<file path="config.mk">
export PLATFORM = sky130hd
export DESIGN_NAME = e_stream_admit
export DESIGN_NICKNAME = d
export VERILOG_FILES = /design/src/rtl/e_stream_admit.sv
export SDC_FILE = /design/constraint.sdc
export NUM_CORES = 1
export LEC_CHECK = 0
export ABC_AREA = 1
export CAP_MARGIN = 20
export CORE_AREA = 10 10 101 94
export CTS_CLUSTER_DIAMETER = 50
export CTS_CLUSTER_SIZE = 14
export DETAILED_ROUTE_END_ITERATION = 10
export DIE_AREA = 0 0 111 104
export GPL_TIMING_DRIVEN = 0
export MAX_ROUTING_LAYER = met4
export PLACE_DENSITY = 0.81
export SLEW_MARGIN = 20
export SYNTH_ARGS = -nofsm -noshare
export SYNTH_HDL_FRONTEND = slang
export SYNTH_SLANG_ARGS = --single-unit
</file>
<file path="constraint.sdc">
create_clock -name i_clk -period 2.2 [get_ports i_clk]
set_input_delay 0.22 -clock i_clk [delete_from_list [all_inputs] [get_ports i_clk]]
set_output_delay 0.22 -clock i_clk [all_outputs]
set_load 0.01 [all_outputs]
</file>
<file path="src/rtl/e_stream_admit.sv">
// Streaming admission controller for thermometer-coded vectors: classifies each
// beat as standard/complement unary, forwards its length, drops and counts the rest.
module e_stream_admit #(
    parameter int W                     = 16,
    parameter int P_ADMIT_COMPLIMENT_EN = 1,
    parameter int CNT_W                 = 16
) (
    input  logic                 i_clk,
    input  logic                 i_arst,
    input  logic                 i_in_vld,
    input  logic [W-1:0]         i_in_x,
    output logic                 o_in_rdy,
    output logic                 o_out_vld,
    output logic [$clog2(W)-1:0] o_out_len,
    output logic                 o_out_compl,
    input  logic                 i_out_rdy,
    input  logic                 i_clr,
    output logic [CNT_W-1:0]     o_acc_cnt,
    output logic [CNT_W-1:0]     o_rej_cnt,
    output logic                 o_err
);

    localparam int LEN_W = $clog2(W);
    localparam logic [W-1:0] X_ONE = W'(1);

    // True when v is of the form 2^k-1 (including all-ones, which wraps to zero).
    function automatic logic is_mask(input logic [W-1:0] v);
        return ((v & (v + X_ONE)) == '0);
    endfunction

    function automatic logic [LEN_W-1:0] ones_cnt(input logic [W-1:0] v);
        logic [LEN_W:0] c;
        c = '0;
        for (int i = 0; i < W; i++) begin
            c = c + {{LEN_W{1'b0}}, v[i]};
        end
        return c[LEN_W-1:0];
    endfunction

    function automatic logic [CNT_W-1:0] sat_inc(input logic [CNT_W-1:0] c);
        return (&c) ? c : c + CNT_W'(1);
    endfunction

    // Stage p0: combinational classification of the incoming vector
    logic [W-1:0]     x_inv_p0;
    logic             std_p0;
    logic             cpl_p0;
    logic             adm_p0;
    logic [LEN_W-1:0] len_p0;

    always_comb begin
        x_inv_p0 = ~i_in_x;
        std_p0   = is_mask(i_in_x) && !(&i_in_x);
        cpl_p0   = (P_ADMIT_COMPLIMENT_EN != 0) && is_mask(x_inv_p0) && (|i_in_x);
        adm_p0   = std_p0 || cpl_p0;
        len_p0   = cpl_p0 ? ones_cnt(x_inv_p0) : ones_cnt(i_in_x);
    end

    // Stage p1 is the skid entry, stage p2 the output register
    logic             vld_p1;
    logic [LEN_W-1:0] len_p1;
    logic             compl_p1;
    logic             vld_p2;
    logic [LEN_W-1:0] len_p2;
    logic             compl_p2;

    logic in_xfer;
    logic adm_xfer;
    logic rej_xfer;
    logic out_free;

    always_comb begin
        in_xfer  = i_in_vld && !vld_p1;
        adm_xfer = in_xfer && adm_p0;
        rej_xfer = in_xfer && !adm_p0;
        out_free = !vld_p2 || i_out_rdy;
    end

    always_ff @(posedge i_clk or posedge i_arst) begin
        if (i_arst) begin
            vld_p1   <= 1'b0;
            len_p1   <= '0;
            compl_p1 <= 1'b0;
            vld_p2   <= 1'b0;
            len_p2   <= '0;
            compl_p2 <= 1'b0;
        end else if (out_free) begin
            // Skid entry always has priority so beats leave in arrival order.
            if (vld_p1) begin
                vld_p2   <= 1'b1;
                len_p2   <= len_p1;
                compl_p2 <= compl_p1;
                vld_p1   <= 1'b0;
            end else if (adm_xfer) begin
                vld_p2   <= 1'b1;
                len_p2   <= len_p0;
                compl_p2 <= cpl_p0;
            end else begin
                vld_p2   <= 1'b0;
            end
        end else if (adm_xfer) begin
            vld_p1   <= 1'b1;
            len_p1   <= len_p0;
            compl_p1 <= cpl_p0;
        end
    end

    // Status counters: clear takes priority over a same-cycle transfer
    logic [CNT_W-1:0] acc_cnt;
    logic [CNT_W-1:0] rej_cnt;
    logic             err;

    always_ff @(posedge i_clk or posedge i_arst) begin
        if (i_arst) begin
            acc_cnt <= '0;
            rej_cnt <= '0;
            err     <= 1'b0;
        end else if (i_clr) begin
            acc_cnt <= '0;
            rej_cnt <= '0;
            err     <= 1'b0;
        end else begin
            if (adm_xfer) acc_cnt <= sat_inc(acc_cnt);
            if (rej_xfer) begin
                rej_cnt <= sat_inc(rej_cnt);
                err     <= 1'b1;
            end
        end
    end

    assign o_in_rdy    = !vld_p1;
    assign o_out_vld   = vld_p2;
    assign o_out_len   = len_p2;
    assign o_out_compl = compl_p2;
    assign o_acc_cnt   = acc_cnt;
    assign o_rej_cnt   = rej_cnt;
    assign o_err       = err;

endmodule

</file>
# Word level (Yosys, flattened, before mapping)
# Index checks and enable logic that the tools add are counted.
# word_totals
reg_bits	45
input_bits	21
out_inout_bits	40
word_cells	91
# op_classes
n_addsub	34
eq_ne	2
n_mux	17
bitwise_logic	4
n_reduce_logical	25
# ops
cell	n
4-bit by 1-bit adder with 4-bit output	24
16-bit 2-to-1 mux	6
16-bit by 1-bit adder with 16-bit output (second input constant)	4
16-bit AND reduction	3
16-bit AND	2
16-bit zero test	2
16-bit NOT	1
16-bit OR reduction	1
4-bit 2-to-1 mux	3
3-bit by 1-bit adder with 4-bit output	2
1-bit 2-to-1 mux	8
2-bit AND reduction	4
2-bit nonzero test	4
2-bit by 1-bit adder with 3-bit output	2
1-bit logical AND	5
1-bit by 1-bit adder with 2-bit output	2
1-bit zero test	4
2-bit != test (second input constant)	2
1-bit logical OR	2
1-bit NOT	1

# Depth between registers and ports, before layout
# Gate-level depths: netlist of run 1.
# logic_depth
depth_word	19
depth_mapped	20
mapped_depth_nobuf	19

# Worst setup path after synthesis of run 1
# No wires, ideal clock.
# synth_path
path_type	input-to-reg
start	input i_in_x[11]
end	register len_p2[2] (netlist: o_out_len[2])
setup_ps	116
arrival_time_ps	3551
required_time_ps	2084
setup_slack_ps	-1467
cell_stages	17
path_buffers	1
cell_sequence	buf_2 inv_1 fa_1 inv_1 fa_1 inv_1 fa_1 fa_1 ha_1 inv_1 fa_1 xor2_1 nand4_1 nand3_1 nand2_1 nand2_1 nand2_1
# synth_between
elab_chain_cells	9
elab_cells_between_ends	29
classes_between	12 x add/sub; 3 x mux; 3 x bitwise; 11 x reduce/logical
# synth_rtl
item	line_no	source
from (decl)	11	input logic [W-1:0] i_in_x,
16-bit NOT	52	x_inv_p0 = ~i_in_x;
4-bit by 1-bit adder with 4-bit output / 16-bit by 1-bit adder with 16-bit output (equally long branches)	35, 28	
4-bit by 1-bit adder with 4-bit output / 16-bit AND (equally long branches)	35, 28	
4-bit by 1-bit adder with 4-bit output / 16-bit zero test (equally long branches)	35, 28	
4-bit by 1-bit adder with 4-bit output / 1-bit logical AND (equally long branches)	35, 54	
4-bit by 1-bit adder with 4-bit output / 1-bit logical OR (equally long branches)	35, 55	
4-bit 2-to-1 mux / 1-bit logical AND (equally long branches)	56, 74	
4-bit 2-to-1 mux / 2-bit nonzero test (equally long branches)	--	
4-bit 2-to-1 mux / 2-bit AND reduction (equally long branches)	--	
to (signal assigned)	91	len_p2 <= len_p1;
to (signal assigned)	96	len_p2 <= len_p0;
to (decl)	64	logic [LEN_W-1:0] len_p2;
# Parallel ways exist; a longest one is shown, timed or not. The select of a mux whose other input is x is not followed.
# A chain may end at the register's enable or synchronous reset.

# Worst setup path in the final report of run 1
# layout_path
start	input i_in_x[9]
end	register len_p2[2] (netlist: o_out_len[2])
# layout_between
elab_chain_cells	11
elab_cells_between_ends	33
classes_between	16 x add/sub; 3 x mux; 3 x bitwise; 11 x reduce/logical
# layout_rtl
item	line_no	source
16-bit NOT	52	
4-bit by 1-bit adder with 4-bit output (7 in a row)	35	c = c + {{LEN_W{1'b0}}, v[i]};
4-bit 2-to-1 mux	56	len_p0 = cpl_p0 ? ones_cnt(x_inv_p0) : ones_cnt(i_in_x);
4-bit 2-to-1 mux	94	end else if (adm_xfer) begin
4-bit 2-to-1 mux	89	if (vld_p1) begin
# Parallel ways exist; a longest one is shown, timed or not. The select of a mux whose other input is x is not followed.

==> impl_metrics.tcl, run 1 <==
set metrics [dict create \
    power_density_nw_per_um2 572.4 \
    gpl.final_weighted_congestion 0.8828 \
    relSlewSlack 0.5368 \
    wl_per_cell_um 14.50 \
    setup_violations 13 \
    ys_seq_area_frac 0.2773 \
    grt_pass1_wl_um 17560 \
    slowest_stage "fa_2" \
    start_util 0.5492 \
    place_area_um2 4802 \
    final_max_slew_viol_count 0 \
    clkLatencyLatePin_ns 0.30 \
    core.rowCount 30 \
    drt_iter0_drc 298 \
    fp.dieW_um 111 \
    hpwl_um 8110 \
    syn_area_um2 4061 \
    cts_made_buffers 5 \
    cts-root-buf "clkbuf_8" \
    numClockSinks 45 \
    dp.cells 734 \
    timing.fmax_mhz 291.4 \
    critPathTopFamily "adder cells" \
    power.leakage_nw 2.661 \
    vias 4154 \
    synth.area.top_cells "dfrtp_1, nand2_1, fa_1, nor2_1, inv_1" \
    grt_max_degree 34 \
    status "finished, violations left" \
    die_y_um 104 \
    ys_ff_latch 45 \
    synth_nets 635 \
    crit_chain "clkbuf_4, inv_2, fa_2, fa_2, fa_1, fa_1, ha_4, inv_2, fa_2, xor2_1, nand4_1, nand3_1, nand2_1, nand2_1, nand2_1" \
    cts_tree "built" \
    wirelength_um 11240 \
    cts_max_path_buffers 2 \
    diodes 0 \
    setup_tns_ns -8.197 \
    critPathKind "in -> reg" \
    fill_cells 538 \
    syn_area_per_cell_um2 6.990 \
    ir_drop_v 0.0007103 \
    crit_arrival_ns 3.63 \
    path_max_fanout 7 \
    rsz0062_at_grt "true" \
    ys_types 37 \
    finClkSkew_ns 0.004828 \
    grt_overflow 0 \
    startpoint_type "primary input" \
    dr.pass1.iters 5 \
    drtAntennaViolNets 0 \
    cp_num_buf_inv 3 \
    endpoint_kind "flop" \
    worstMarginPinSlew_ns 0.6948 \
    netlist.area_leader.share 0.2773 \
    violations "setup timing" \
    slowest_delay_ns 0.57 \
    core_region_area_um2 7395 \
    yosys_warnings 0 \
    antenna_found_initial 0 \
    post-route-drc-count 0 \
    finalHoldViolCount 0 \
    fin_area_um2 5378 \
    port-buffer-count 56 \
    post-route-min-period_ns 3.432 \
    hold_path.class "in -> async" \
    fin_ws_ns -1.232 \
    grt_pass1_vias 3750 \
    htreeDepth 2 \
    grt.total_usage 0.1789 \
    postCtsHoldBufs 0 \
    drive_gt1_frac 0.2003 \
    io-pin-count 61 \
    syn2layout_area_growth_pct 32.41 \
    die-area_um2 11540 \
    netlist_instances 581 \
    nets 732 \
    cap_violations 0 \
    fin_cells 775 \
    post-synth-top-area-cell "dfrtp_1" \
    viasPerCell 5.360 \
    required_ns 2.40 \
    finalCritPeriodShare 1.560 \
    clk_transition_reported_paths_ns 0.09 \
]
[timing repair]
action	in CTS	in global routing
pin swaps	21	36
buffers inserted	11	21
gates resized for setup	62	37
cloned	0	1
endpoints found under the setup margin	43	44
[metal layers]
metal | up-vias | share of wire | GRT usage
met5 | - | 0 | -
met4 | 0 | 0.014 | 0.03625
met3 | 16 | 0.054 | 0.03114
met2 | 136 | 0.53 | 0.3132
met1 | 1980 | 0.40 | 0.2095
li1 | 2022 | - | -
[cells by family after synthesis]
logic type	share of synthesized area
AOI/OAI and AO/OA	0.03019
buffers and inverters	0.08164
and+or+nand+nor	0.4218
xor gates and xnor gates	0.05607
adders and majority gates	0.1331
DFF	0.2773
[state kept, by name, summed over array words and instances (netlist names)]
name / flops
o_out_compl: 1
vld_p1: 1
len_p1: 4
o_rej_cnt: 16
o_err: 1
compl_p1: 1
o_out_vld: 1
o_out_len: 4
o_acc_cnt: 16
[synth_stat cells]
cell	number
a21o_1	1
a21oi_1	3
a21oi_2	1
a31oi_1	1
buf_1	2
buf_2	4
buf_6	3
clkbuf_1	3
clkinv_1	1
dfrtp_1	45
fa_1	17
ha_1	16
inv_1	66
inv_2	2
nand2_1	193
nand2_2	6
nand2_4	2
nand3_1	49
nand3_2	10
nand3_4	1
nand3b_1	1
nand4_1	15
nand4_2	1
nor2_1	75
nor2_2	6
nor2_4	5
nor2_8	1
nor3_1	5
nor3_2	1
nor3b_1	2
o21a_1	1
o21ai_0	9
o21ai_1	5
o21bai_1	1
or2_2	1
xnor2_1	6
xor2_1	20
[path summary, 6_finish.rpt]
path | start | end | slack (ns) | cells past startpoint
worst max-delay path | i_in_x[9] | o_out_len[2] | -1.23 | 15
worst min-delay path | i_arst | o_out_compl | 0.19 | 2
worst max register to register | o_acc_cnt[1] | o_acc_cnt[0] | -0.04 | 14
worst min register to register | o_out_compl | o_out_compl | 0.48 | 2
max in group asynchronous | i_arst | o_acc_cnt[7] | 1.54 | 3
min in group i_clk | o_out_compl | o_out_compl | 0.48 | 2
[where the power goes]
group	internal (mW)	switching, mW	total [mW]
Sequential	0.859	0.0194	0.879
Combinational	0.656	0.775	1.43
Clock	0.458	0.310	0.768
Total	1.97	1.10	3.08
[cell usage in the layout, fill, tap and decap left out, types with 5 or more instances in the layout]
| cell | Yosys | layout |
|---|---|---|
| nand2_1 | 193 | 186 |
| nor2_1 | 75 | 69 |
| inv_1 | 66 | 51 |
| nand3_1 | 49 | 47 |
| dfrtp_1 | 45 | 45 |
| clkdlybuf4s50_1 | 0 | 43 |
| buf_4 | 0 | 31 |
| xor2_1 | 20 | 20 |
| nand4_1 | 15 | 15 |
| inv_2 | 2 | 14 |
| ha_1 | 16 | 12 |
| nand2_2 | 6 | 11 |
| fa_1 | 17 | 11 |
| nand3_2 | 10 | 10 |
| nor2_2 | 6 | 9 |
| nor2_4 | 5 | 8 |
| o21ai_1 | 5 | 6 |
| xnor2_1 | 6 | 6 |
| fa_2 | 0 | 6 |
| buf_6 | 3 | 5 |
| buf_8 | 0 | 5 |
| o21ai_0 | 9 | 5 |
| nor3_1 | 5 | 5 |
| clkbuf_8 | 0 | 5 |
[stage by stage]
step	worst slack, ns	power [mW]	hold WS (ns)	util
finish	-1.232	3.078	0.1909	0.7272
CTS	-1.269	2.942	0.1940	0.6838
global placement	-2.083	2.048	0.4586	0.6467
global route	-1.412	3.320	0.2067	0.7272
detailed placement	-2.094	2.101	0.4590	0.6494
floorplan	-1.331	1.774	0.4529	-
[area by class of cell]
class	count	area (um^2)	area share
well taps	96	120.1	0.02234
repair buffers	90	859.6	0.1598
clock inverters	3	68.82	0.01280
clock buffers	5	68.82	0.01280
plain buffers	12	105.1	0.01954
inverters	69	269.0	0.05002
flip-flops and latches	45	1126	0.2094
multi-input cells	455	2760	0.5133
Power figures use the tool's default switching activity.
==> inputs of run 2 (changes only) <==
--- a/config.mk
+++ b/config.mk
@@ -7,14 +7,16 @@
 export LEC_CHECK = 0
 export ABC_AREA = 1
 export CAP_MARGIN = 20
-export CORE_AREA = 10 10 101 94
+export CORE_AREA = 10 10 100 94
+export CTS_BUF_LIST = sky130_fd_sc_hd__clkbuf_8
 export CTS_CLUSTER_DIAMETER = 50
 export CTS_CLUSTER_SIZE = 14
 export DETAILED_ROUTE_END_ITERATION = 10
-export DIE_AREA = 0 0 111 104
+export DIE_AREA = 0 0 110 104
 export GPL_TIMING_DRIVEN = 0
+export HOLD_SLACK_MARGIN = 0.1
 export MAX_ROUTING_LAYER = met4
-export PLACE_DENSITY = 0.81
+export PLACE_DENSITY = 0.82
 export SLEW_MARGIN = 20
 export SYNTH_ARGS = -nofsm -noshare
 export SYNTH_HDL_FRONTEND = slang
==> run 2 against run 1 <==
The flow still finishes with violations (setup timing). Register-to-register slack gained 0.06 ns. Global-route usage grew 1.5 points. Non-clock buffer count shrank 11. Largest power group unchanged.
==> impl_metrics.tcl, run 2 (synthesis gave the netlist of run 1 again) <==
set metrics [dict create \
    status "finished, violations left" \
    violations "setup timing" \
    crit_path_start "i_in_x[13]" \
    grt_max_degree 35 \
    required_ns 2.41 \
    rsz0062_at_grt "true" \
    clk_transition_reported_paths_ns 0.09 \
    cts-root-buf "clkbuf_8" \
    power_frac_seq 0.287 \
    nets 721 \
    worstMarginPinSlew_ns 0.6683 \
    fp.dieW_um 110 \
    grt_overflow 0 \
    critPathTopFamily "adder cells" \
    cts_max_path_buffers 2 \
    core.rowCount 30 \
    cts_tree "built" \
    die-area_um2 11440 \
    startpoint_type "primary input" \
    finalCritPeriodShare 1.555 \
    gpl.final_weighted_congestion 0.8833 \
    comb_power_share 0.458 \
    setup_violations 8 \
    finClkSkew_ns 0.005370 \
    power_switching_share 0.3600 \
    endpoint_kind "flop" \
    finalHoldViolCount 0 \
    crit_chain "buf_8, inv_4, fa_1, inv_2, fa_1, inv_2, fa_2, fa_2, ha_4, inv_2, fa_2, nand4_1, nand3_1, nand2_1, nand2_1, nand2_1" \
    htreeDepth 2 \
    grt.total_usage 0.1935 \
    setup_tns_ns -8.256 \
    drive_gt1_frac 0.1991 \
    clkLatencyLatePin_ns 0.31 \
    cts_made_buffers 5 \
    slowest_delay_ns 0.59 \
    crit_arrival_ns 3.63 \
    fill_cells 548 \
    drtAntennaViolNets 0 \
    final_cell_mix "nand2_1, nor2_1, inv_1, nand3_1, dfrtp_1" \
    hpwl_um 7885 \
    grt_pass1_wl_um 18140 \
    vias 4046 \
    viasPerCell 5.296 \
    cp_num_buf_inv 5 \
    power_mw 3.058 \
    dp.cells 734 \
    power.leakage_nw 2.594 \
    ir_drop_v 0.0005811 \
    timing.fmax_mhz 292.4 \
    grt_pass1_vias 3933 \
    final_max_slew_viol_count 0 \
    cap_violations 0 \
    post-route-drc-count 0 \
    fin_ws_ns -1.220 \
    switching_power_mw 1.101 \
    syn2layout_area_growth_pct 30.56 \
    diodes 0 \
    pwr-share-clk 0.254 \
    layout_commonest_cell "nand2_1" \
    rr_startpoint "o_acc_cnt[1]" \
    slowest_stage "fa_1" \
    antenna_found_initial 0 \
    hold-worst-slack_ns 0.1522 \
    path_max_fanout 2 \
    critPathKind "in -> reg" \
    hold_path.class "in -> async" \
    relSlewSlack 0.5544 \
    io-pin-count 61 \
    dr.pass1.iters 8 \
    wirelength_um 11000 \
    drt_iter0_drc 334 \
    power_density_nw_per_um2 576.6 \
    numClockSinks 45 \
    die_y_um 104 \
    wl_per_cell_um 14.40 \
    p_int_mw 1.957 \
    start_util 0.5549 \
    reg2reg_slack_ns 0.02 \
    post-route-min-period_ns 3.420 \
    core_region_area_um2 7320 \
    fin_cells 764 \
    port-buffer-count 56 \
]
-- run 2: cell count changes in the layout (fill, tap and decap cells not counted), moves of 2 or more --
cell,previous run,this run
buf_4,31,23
fa_2,6,8
nand2_1,186,182
o21ai_1,6,9
o21ai_2,3,1
fa_1,11,9
nand2_2,11,15
-- run 2: timing repair --
action,in CTS,in global routing
gates resized for setup,68,34
hold buffers,0,0
gates cloned,0,1
setup endpoints to repair,43,43
pin swaps,24,32
setup buffers,9,12
-- run 2: power groups by stage --
stage	Clock, mW	Combinational [mW]	Sequential (mW)
after global placement	0	1.15	0.898
after floorplan	0	0.861	0.913
after global routing	0.826	1.59	0.885
after CTS	0.779	1.33	0.880
after detailed placement	0	1.20	0.898
final	0.777	1.40	0.879
-- run 2: path summary, 6_finish.rpt --
kind,end,depth (start not counted)
max in group asynchronous,o_acc_cnt[5],3
min,o_out_len[0],2
max reg2reg,o_acc_cnt[1],14
min reg2reg,o_out_len[0],2
min in group i_clk,o_rej_cnt[6],4
max,o_out_len[1],16
-- run 2: final cells by class --
type / instances / area (um^2) / area share
clock inverters: 3 / 68.82 / 0.01298
clock buffers: 5 / 68.82 / 0.01298
flip-flops and latches: 45 / 1126 / 0.2124
plain buffers: 12 / 96.34 / 0.01817
well taps: 96 / 120.1 / 0.02265
inverters: 69 / 266.5 / 0.05026
multi-input cells: 455 / 2793 / 0.5267
repair buffers: 79 / 763.2 / 0.1439
-- run 2: per-layer routing --
layer / track usage / vias up / share of wire
li1: - / 2000 / -
met1: 0.2332 / 1881 / 0.41
met2: 0.3214 / 142 / 0.51
met3: 0.02788 / 23 / 0.064
met4: 0.06041 / 0 / 0.021
met5: - / - / 0
-- run 2: per-stage QoR --
step                area (um^2)  worst slack [ns]  utilization
floorplan                  4101            -1.331            -
global placement           4782            -2.093       0.6533
detailed placement         4802            -2.126       0.6561
CTS                        5059            -1.248       0.6911
global route               5303            -1.326       0.7244
finish                     5303            -1.220       0.7244
-- run 2: worst reg2reg max path, delay by kind of cell, from the launching register on --
kind / cells / cell delay (ns)
simple gates: 12 / 1.33
buf+inv: 1 / 0.20
fa+ha+maj: 1 / 0.22
flops: 1 / 0.37
==> inputs of run 3 (changes only) <==
--- a/config.mk
+++ b/config.mk
@@ -9,7 +9,6 @@
 export CAP_MARGIN = 20
 export CORE_AREA = 10 10 100 94
 export CTS_BUF_LIST = sky130_fd_sc_hd__clkbuf_8
-export CTS_CLUSTER_DIAMETER = 50
 export CTS_CLUSTER_SIZE = 14
 export DETAILED_ROUTE_END_ITERATION = 10
 export DIE_AREA = 0 0 110 104
==> results of run 3 <==
No change in the layout: final DEF, timing and power equal those of run 2.
